**config.mk**
```make
export PLATFORM = sky130hd
export DESIGN_NAME = alu_32bit_flat
export DESIGN_NICKNAME = d
export VERILOG_FILES = /design/src/rtl/alu_32bit_if.sv /design/src/rtl/alu_32bit.sv /design/src/flat_wrapper.sv
export SDC_FILE = /design/constraint.sdc
export NUM_CORES = 2
export LEC_CHECK = 0
export ABC_AREA = 1
export ABC_CLOCK_PERIOD_IN_PS = 18600
export CORE_ASPECT_RATIO = 2
export CORE_MARGIN = 10
export CORE_UTILIZATION = 65
export DETAILED_ROUTE_END_ITERATION = 10
export GPL_TIMING_DRIVEN = 0
export PLACE_DENSITY = 0.85
export SYNTH_ARGS = -nofsm -noshare
export SYNTH_HDL_FRONTEND = slang
export SYNTH_SLANG_ARGS = --single-unit
export TNS_END_PERCENT = 10
```
**constraint.sdc**
```tcl
create_clock -name Clk -period 18.6 [get_ports Clk]
set_input_delay 5.58 -clock Clk [delete_from_list [all_inputs] [get_ports Clk]]
set_output_delay 5.58 -clock Clk [all_outputs]
set_load 0.005 [all_outputs]
```
**src/rtl/alu_32bit_if.sv**
```systemverilog
// rtl/alu_32bit_if.sv - operand/control/result bundle between the EX stage and the ALU
interface alu_32bit_if;
   logic [3:0]  ALUControl;
   logic [31:0] A;
   logic [31:0] B;
   logic [31:0] ALUResult;
   logic        Zero;

   modport master (output ALUControl, output A, output B, input ALUResult, input Zero);
   modport slave  (input ALUControl, input A, input B, output ALUResult, output Zero);
endinterface

```
**src/rtl/alu_32bit.sv**
```systemverilog
// rtl/alu_32bit.sv - combinational 32-bit MIPS-style ALU with clocked HI/LO product registers
module alu_32bit (
   input  logic        Clk,
   input  logic        Reset,
   alu_32bit_if.slave  bus
);

   typedef enum logic [3:0] {
      OP_AND  = 4'd0,
      OP_OR   = 4'd1,
      OP_ADD  = 4'd2,
      OP_XOR  = 4'd3,
      OP_NOR  = 4'd4,
      OP_SLL  = 4'd5,
      OP_SUB  = 4'd6,
      OP_LTZ  = 4'd7,
      OP_SLT  = 4'd8,
      OP_LEZ  = 4'd9,
      OP_SRL  = 4'd10,
      OP_SRA  = 4'd11,
      OP_SLTU = 4'd12,
      OP_MULT = 4'd13,
      OP_MFHI = 4'd14,
      OP_MFLO = 4'd15
   } alu_op_e;

   logic [31:0] hi;
   logic [31:0] lo;
   logic [63:0] product;
   logic [4:0]  shamt;
   alu_op_e     op;
   logic [31:0] result;

   assign op    = alu_op_e'(bus.ALUControl);
   assign shamt = bus.A[4:0];
   // Sign-extended 64x64 multiply; its low 64 bits equal the signed 32x32 product.
   assign product = {{32{bus.A[31]}}, bus.A} * {{32{bus.B[31]}}, bus.B};

   always_comb begin
      result = 32'h0;
      case (op)
         OP_AND:  result = bus.A & bus.B;
         OP_OR:   result = bus.A | bus.B;
         OP_ADD:  result = bus.A + bus.B;
         OP_XOR:  result = bus.A ^ bus.B;
         OP_NOR:  result = ~(bus.A | bus.B);
         OP_SLL:  result = bus.B << shamt;
         OP_SUB:  result = bus.A - bus.B;
         OP_LTZ:  result = {31'h0, bus.A[31]};
         OP_SLT:  result = {31'h0, ($signed(bus.A) < $signed(bus.B))};
         OP_LEZ:  result = {31'h0, (bus.A[31] | (bus.A == 32'h0))};
         OP_SRL:  result = bus.B >> shamt;
         OP_SRA:  result = $unsigned($signed(bus.B) >>> shamt);
         OP_SLTU: result = {31'h0, (bus.A < bus.B)};
         OP_MULT: result = product[31:0];
         OP_MFHI: result = hi;
         OP_MFLO: result = lo;
         default: result = 32'h0;
      endcase
   end

   assign bus.ALUResult = result;
   assign bus.Zero      = (result == 32'h0);

   // Move-from ops read the registered value, so a MULT is visible only after its edge.
   always_ff @(posedge Clk or posedge Reset) begin
      if (Reset) begin
         hi <= 32'h0;
         lo <= 32'h0;
      end else if (op == OP_MULT) begin
         hi <= product[63:32];
         lo <= product[31:0];
      end
   end

endmodule

```
**src/flat_wrapper.sv**
```systemverilog
// flat-port wrapper written by rule: the top's interface ports become plain ports
module alu_32bit_flat 
  (Clk, Reset, bus_ALUControl, bus_A, bus_B, bus_ALUResult, bus_Zero);
  alu_32bit_if bus_i ();
  input  logic Clk;
  input  logic Reset;
  input wire logic [$bits(bus_i.ALUControl)-1:0] bus_ALUControl;
  input wire logic [$bits(bus_i.A)-1:0] bus_A;
  input wire logic [$bits(bus_i.B)-1:0] bus_B;
  output wire logic [$bits(bus_i.ALUResult)-1:0] bus_ALUResult;
  output wire logic [$bits(bus_i.Zero)-1:0] bus_Zero;
  assign bus_i.ALUControl = bus_ALUControl;
  assign bus_i.A = bus_A;
  assign bus_i.B = bus_B;
  assign bus_ALUResult = bus_i.ALUResult;
  assign bus_Zero = bus_i.Zero;
  alu_32bit u_core (.Clk(Clk), .Reset(Reset), .bus(bus_i));
endmodule
```
==> run_results.csv, run 1 <==
group,metric,value,unit
synthesis,synthCells,7497,
clock_network,clk_path_buf_depth,2,
placement,dp_hpwl,236,mm
clock_network,cts-root-buf,"clkbuf_16",
synthesis,seq_area_frac_synth,3.09,%
die,die_h,419,um
run_status,status,"stopped before the end",
die,fp-row-count,146,
synthesis,syn_avg_cell_area,6.91,um2
synthesis,synth_top_area_share,41.9,%
synthesis,synth-seq-cells,64,
global_route,grt_overflow,2589,
run_status,haltStage,"global routing (5_1_grt)",
clock_network,cts_buffers,9,
global_route,grt_max_degree,40,
synthesis,synth_edf_count,0,
synthesis,async_reset_ff_share,100,%
die,die_x,220,um
placement,dpl_cell_area,54100,um2
global_route,grt_util_all_layers,81.5,%
synthesis,synth_fp_nets,8932,
die,pin_count,103,
synthesis,syn_area,51800,um2
synthesis,synth_top_area_cell,"fa_1",
placement,routabilityCongestion,1.30,
synthesis,yosysWarnings,0,
clock_network,cts_max_level,3,
synthesis,synth.area.top_cells,"fa_1 42%, nand2_1 16%, inv_1 15%",
global_route,grt_pass1_wl,564,mm
synthesis,synthFlopType,"dfrtp_1",
die,initial_core_util,65.5,%
clock_network,cts.sinks,64,
global_route,grt_pass1_vias,70900,
synthesis,synth_cell_type_count,55,
run_status,first-error,"[ERROR GRT-0116] Global routing finished with congestion. Check the congestion regions in the DRC Viewer.",
placement,numPortBuffers,102,
clock_network,cts_hold_buf,0,
## stage by stage
step | setup WS (ps) | setup TNS, ps | cells
after global placement | -3050 | -37670 | 8635
after CTS | -354 | -1550 | 8696
after detailed placement | -3090 | -39440 | 8636
after floorplan | 807 | 0 | 7497
## routing by layer
layer	global-route usage [%]	GRT overflow
met1	76.3	45
met5	37.3	5
met2	99.7	1759
met4	85.6	716
met3	67.8	64
## logic make-up after synthesis
group | after synthesis | share of synthesized area [%]
flip-flops | 64 | 3.09
AO/OA/AOI/OAI | 424 | 4.54
AND/OR/NAND/NOR | 3242 | 25.7
adder cells (fa/ha/maj) | 1365 | 48.7
buffers and inverters | 2376 | 17.5
XOR/XNOR | 26 | 0.440
## cells in the mapped netlist, types with 10 or more instances
cell,count
nand4_1,76
o211ai_1,17
o22ai_1,14
or2_2,26
nand2_1,2153
nor3_1,20
ha_1,281
dfrtp_1,64
buf_1,47
buf_2,54
xnor2_1,13
a31oi_1,24
inv_1,2021
fa_1,1084
clkbuf_1,226
nand3_1,533
o21bai_1,10
a21oi_1,152
nor2_1,375
o21ai_0,161
xor2_1,13
## what timing repair did
| item | CTS |
|---|---|
| hold endpoints to repair | 0 |
| pin swaps | 27 |
| setup buffers | 49 |
| setup endpoints to repair | 24 |
| gates resized for setup | 697 |
==> inputs of run 2 (changes only) <==
--- a/config.mk
+++ b/config.mk
@@ -7,12 +7,11 @@
 export LEC_CHECK = 0
 export ABC_AREA = 1
 export ABC_CLOCK_PERIOD_IN_PS = 18600
-export CORE_ASPECT_RATIO = 2
 export CORE_MARGIN = 10
-export CORE_UTILIZATION = 65
+export CORE_UTILIZATION = 40
 export DETAILED_ROUTE_END_ITERATION = 10
 export GPL_TIMING_DRIVEN = 0
-export PLACE_DENSITY = 0.85
+export PLACE_DENSITY_LB_ADDON = 0.15
 export SYNTH_ARGS = -nofsm -noshare
 export SYNTH_HDL_FRONTEND = slang
 export SYNTH_SLANG_ARGS = --single-unit
==> run_results.csv, run 2 <==
group,metric,value,unit
run_status,status,"finished, final reports clean",
die,die_x,380,um
clock_network,cts_tree,"done",
synthesis,synth_cell_type_count,55,
synthesis,synth_fp_nets,8932,
synthesis,yosys.area_share.simple,25.7,%
sta,period_needed,18560,ps
placement,pre_cts_slack,-3020,ps
synthesis,synth_top_family_by_area,"adder cells",
finish,area_delta_synth_final,13.9,%
synthesis,syn_avg_cell_area,6.91,um2
setup_path,cp_num_buf_inv,10,
global_route,grt_util_met3,8.97,%
die,die-area,144000,um2
global_route,use_met2,55.7,%
synthesis,synth_edf_count,0,
clock_network,clk_pin_slew,50,ps
global_route,grt_util_all_layers,37.2,%
synthesis,synth-seq-cells,64,
sta,hold_ws,487,ps
route,ant_nets,0,
sta,grt_setup_unrepaired,"yes",
sta,finalHoldViolations,0,
placement,routabilityCongestion,1.09,
finish,drive_above_1_share,8.64,%
global_route,antenna_found_initial,10,
finish,final_cell_mix,"2105 x nand2_1, 2008 x inv_1, 1068 x fa_1",
route,drc,0,
global_route,grt_overflow,0,
finish,fin_util,46.0,%
route,totalWireLength,274,mm
placement,dp_hpwl,234,mm
setup_path,cpMaxStageDelayCell,"fa_1",
sta,finalSetupViolCount,0,
synthesis,yosysWarnings,0,
setup_path,cp_max_fo,10,
setup_path,startpoint_type,"primary input",
global_route,gr-usage-met1,48.4,%
synthesis,synth_fa_ha_area_share,48.7,%
setup_path,crit_type,"in2out",
global_route,grt_pass1_vias,52400,
sta,worst_pin_slew,1320,ps
die,pin_count,103,
synthesis,seq_area_frac_synth,3.09,%
synthesis,synth_top_area_share,41.9,%
clock_network,cts_max_level,3,
sta,finalMaxSlewViolations,0,
clock_network,cts.sinks,64,
synthesis,synth_compound_area_share,4.54,%
setup_path,cp.required,13020,ps
min_path,min_path_type,"reg2reg",
sta,relSlewSlack,11.7,%
sta,min_period_over_period,99.8,%
sta,finalClockSkew,0,ps
clock_network,clk_path_buf_depth,2,
synthesis,synth_mux_area_share,0,%
clock_network,clk-insertion-delay-late,340,ps
route,viasPerCell,5.53,
synthesis,syn_area,51800,um2
die,core,128000,um2
job,max_cap_viol_count,0,
synthesis,synth_commonest_cells,"2153 x nand2_1, 2021 x inv_1, 1084 x fa_1",
global_route,grt_max_degree,65,
setup_path,path_delay_family,"adder cells",
synthesis,async_reset_ff_share,100,%
finish,nets,9131,
synthesis,synth_top_area_cell,"fa_1",
die,initial_core_util,40.4,%
setup_path,cpMostUsedCell,"fa_1",
synthesis,synth.area.top_cells,"fa_1 42%, nand2_1 16%, inv_1 15%",
placement,numPortBuffers,102,
sta,setup_slack,44.1,ps
global_route,grt.busiest_layer,"met2",
synthesis,synthFlopType,"dfrtp_1",
synthesis,synthCells,7497,
clock_network,cts-root-buf,"clkbuf_16",
route,num_vias,52200,
setup_path,cp.arrival,12980,ps
finish,largestRegisters,"u_core.hi: 32 flops, u_core.lo: 32 flops",
finish,layout_commonest_cell,"nand2_1",
die,die_h,380,um
synthesis,yosysMostFrequentCell,"nand2_1",
clock_network,cts_buffers,9,
route,drt-initial-drc-count,6562,
synthesis,synthXorXnorAreaFrac,0.440,%
sta,max_freq,53.9,MHz
setup_path,crit_path_max_incr_delay,590,ps
route,wl_per_cell,29.0,um
route,firstDrtPassIters,7,
global_route,grt_pass1_wl,386,mm
die,fp-row-count,131,
setup_path,crit_path_end_kind,"primary output",
==> run 2: cell counts after synthesis <==
Identical to the previous run, type by type.
==> run 2: final timing paths <==
| kind | start | end | slack (ps) | cells past startpoint |
|---|---|---|---|---|
| min in group asynchronous | Reset | u_core.hi[26] | 5670 | 3 |
| setup reg to reg | u_core.hi[7] | u_core.hi[7] | 17830 | 2 |
| max in group asynchronous | Reset | u_core.lo[1] | 12600 | 3 |
| setup / recovery | bus_A[21] | bus_ALUResult[24] | 40 | 29 |
| hold reg to reg | u_core.lo[7] | u_core.lo[7] | 490 | 2 |
| hold / removal | u_core.lo[7] | u_core.lo[7] | 490 | 2 |
==> run 2: cells by family (layout without fill, tap and decap cells) <==
kind of cell,Yosys count,count (layout)
adder cells (fa/ha/maj),1365,1365
flip-flops,64,64
AND/OR/NAND/NOR,3242,3242
buffers and inverters,2376,2580
XOR/XNOR,26,26
other,0,5
AO/OA/AOI/OAI,424,424
==> run 2: what timing repair did <==
| item | CTS | global route |
|---|---|---|
| pin swaps | 32 | 50 |
| gates resized for setup | 985 | 180 |
| hold buffers | 0 | 0 |
| setup endpoints to repair | 25 | 18 |
| cloned | 1 | 0 |
| setup buffers | 70 | 21 |
==> run 2: final cells by class <==
type	instances	area, um2
diodes	5	12.5
plain buffers	339	3670
clock buffers	9	225
clock inverters	7	72.6
fillers	13500	69200
inverters	2030	7640
multi-input cells	5057	41900
flip-flops and latches	64	1600
well taps	1729	2160
repair buffers	195	1660
==> run 2: through the flow <==
stage,TNS [ps],cells,cell area [um2]
global route,-115,9430,59000
finish,0,9435,59000
floorplan,0,7497,51800
global placement,-49220,9328,55000
detailed placement,-46760,9330,55000
CTS,-105,9413,58500
==> run 2: worst reg2reg max path, delay by kind of cell (launching register included) <==
| kind | cells | cell delay (ps) |
|---|---|---|
| and+or+nand+nor | 1 | 140 |
| DFF | 1 | 450 |
| AOI/OAI and AO/OA | 1 | 50 |
==> run 2: routing by layer <==
| metal | vias up | routed length (um) |
|---|---|---|
| met5 | - | 169 |
| met3 | 765 | 31600 |
| met2 | 3260 | 115000 |
| met1 | 26000 | 106000 |
| met4 | 6 | 21500 |
| li1 | 22100 | - |
Power of run 2 is not shown: default switching activity piles up to over one toggle a cycle in this logic, so the estimate is an artifact.
==> RTL edit: new RTL, config.mk and constraints of run 2 <==
Remove the case item `OP_ADD` of the case on `op`.
--- a/src/rtl/alu_32bit.sv
+++ b/src/rtl/alu_32bit.sv
@@ -42,5 +42,4 @@
          OP_AND:  result = bus.A & bus.B;
          OP_OR:   result = bus.A | bus.B;
-         OP_ADD:  result = bus.A + bus.B;
          OP_XOR:  result = bus.A ^ bus.B;
          OP_NOR:  result = ~(bus.A | bus.B);
Check against the original RTL: not equivalent (Yosys sat finds a counterexample within 4 cycles, from zero or initial values and one cycle with Reset high).
==> RTL edit against run 2 <==
Setup slack improved by 54 ps. Worst hold slack got worse by 3.7 ps. Sequential cell count unchanged. Non-clock buffer count decreased by 45. Area after synthesis decreased by 5.3%. Wire length decreased by 3.9%. Cell area decreased by 5.3%. Highest routed layer unchanged.
Power is not shown: default switching activity piles up to over one toggle a cycle in this logic, so the estimate is an artifact.
==> RTL edit: results (changes against run 2) <==
Initial detailed-routing violation count = 5502 (was 6562)
TritonRoute pass-1 iters = 7 (unchanged)
Asr flop ratio synth = 1.000 (unchanged)
Worst EP arrival = 12920 ps (was 12980 ps)
Placer Congestion = 1.065 (was 1.085)
Post-detail-place hpwl = 225600 µm (was 234200 µm)
Initial antenna violation count = 20 (was 10)
Synth top cells by count = nand2_1 (1945), inv_1 (1867), fa_1 (1083) (was nand2_1 (2153), inv_1 (2021), fa_1 (1084))
Cell Area, Placed = 52140 µm² (was 55030 µm²)
Global-route wire length before repair = 367600 µm (was 385900 µm)
Largest net degree at the start of global routing = 43 (was 65)
Drt via density = 5.484 (was 5.528)
Drt total wl = 263300 µm (was 274100 µm)
Total CTS buffers = 9 (unchanged)
Clk_skew = 0 ps (unchanged)
Met2 global-route usage = 0.5820 (was 0.5565)
Worst-path clk slew = 60 ps
H-tree depth = 3 (unchanged)
Regs by FF count = u_core.hi x32, u_core.lo x32 (unchanged)
Critical-path top delay cell = fa_1 (unchanged)
Filler Cell Count = 12.91k (was 13.55k)
IO buf count = 102 (unchanged)
Outcome = finished, final reports clean (unchanged)
Main flop type after synthesis = dfrtp_1 (unchanged)
Clk_lat worst skew = 360 ps (was 340 ps)
Met1 usage = 0.4858 (was 0.4844)
CTS Root Buffer Type = clkbuf_16 (unchanged)
Number of global-route vias before repair = 48.51k (was 52.36k)
Share of cells above drive strength 1 = 0.08504 (was 0.08635)
CP peak stage delay = 600 ps
Syn_nets = 8306 (was 8932)
Met3 GRT Util = 0.09570 (was 0.08968)
GRT Util Overall = 0.3820 (was 0.3719)
Clock Tree Buf Depth = 2 (unchanged)
Slew of the pin with the lowest slew margin = 1167 ps (was 1324 ps)
Nets = 8496 (was 9131)
Synth cell types = 43 (was 55)
Sequential area share after synthesis = 0.03265 (was 0.03092)
Crit path max-delay family = adder cells (unchanged)
Synth Warn # = 0 (unchanged)
Ranking of synthesized cells by area = fa_1 (44%), nand2_1 (15%), inv_1 (14%) (was fa_1 (42%), nand2_1 (16%), inv_1 (15%))
Max Fanout on Critical Path = 10 (unchanged)
Hold Path Class = flip-flop to flip-flop (unchanged)
[RTL edit: path summary, 6_finish.rpt]
path / start / to / slack (ps) / cells after the start
worst max-delay path: bus_B[30] / bus_ALUResult[31] / 100 / 25
worst min-delay path: u_core.hi[6]$_DFFE_PP0P_ / u_core.hi[6]$_DFFE_PP0P_ / 480 / 2
worst max register to register: u_core.hi[15]$_DFFE_PP0P_ / u_core.hi[15]$_DFFE_PP0P_ / 17690 / 2
worst min register to register: u_core.hi[6]$_DFFE_PP0P_ / u_core.hi[6]$_DFFE_PP0P_ / 480 / 2
max in group asynchronous: Reset / u_core.hi[30]$_DFFE_PP0P_ / 12460 / 3
min in group asynchronous: Reset / u_core.lo[7]$_DFFE_PP0P_ / 5570 / 2
[RTL edit: final cells by class]
type | instances | area [µm²] | share of cell area
multi-input cells | 4621 | 40110 | 0.7176
flip-flops and latches | 64 | 1602 | 0.02866
clock buffers | 11 | 242.7 | 0.004343
clock inverters | 5 | 56.30 | 0.001007
plain buffers | 302 | 3173 | 0.05678
repair buffers | 187 | 1599 | 0.02861
inverters | 1877 | 7051 | 0.1262
well taps | 1625 | 2033 | 0.03638
diodes | 10 | 25.02 | 0.0004478
[RTL edit: timing repair]
action	CTS	global route
gates cloned	0	4
buffers inserted	64	16
pin swaps	61	75
setup endpoints to repair	27	16
resized for setup	844	303
[RTL edit: stage by stage]
stage / cells / setup TNS (ps) / worst slack (ps) / hold slack [ps] / util
floorplan: 6872 / 0 / 1051 / 442.2 / -
global placement: 8599 / -55790 / -3394 / 459.3 / 0.4275
detailed placement: 8600 / -53780 / -3271 / 469.3 / 0.4278
CTS: 8676 / -28.97 / -17.01 / 484.2 / 0.4540
global route: 8694 / 0 / 22.65 / 492.1 / 0.4584
finish: 8702 / 0 / 97.84 / 483.6 / 0.4586
[RTL edit: tightest hold or removal path, stage by stage (launching register included)]
cell and delay [ps]:
dfrtp_1 340, nand2_1 60, o31ai_1 50
[RTL edit: kinds of logic (layout without fill, tap and decap cells)]
| group | count (synthesis) | count (layout) | share of synthesized area |
|---|---|---|---|
| simple gates | 2846 | 2846 | 0.2361 |
| buf+inv | 2187 | 2382 | 0.1688 |
| fa+ha+maj | 1364 | 1364 | 0.5137 |
| compound gates | 389 | 389 | 0.04482 |
| flops | 64 | 64 | 0.03265 |
| xor+xnor | 22 | 22 | 0.003928 |
| other cells | 0 | 10 | 0 |
[RTL edit: layer usage]
| layer | up-vias | routed length, µm |
|---|---|---|
| met5 | - | 200 |
| met4 | 23 | 20110 |
| met3 | 675 | 28980 |
| met2 | 2798 | 113900 |
| met1 | 23960 | 100100 |
| li1 | 20270 | - |
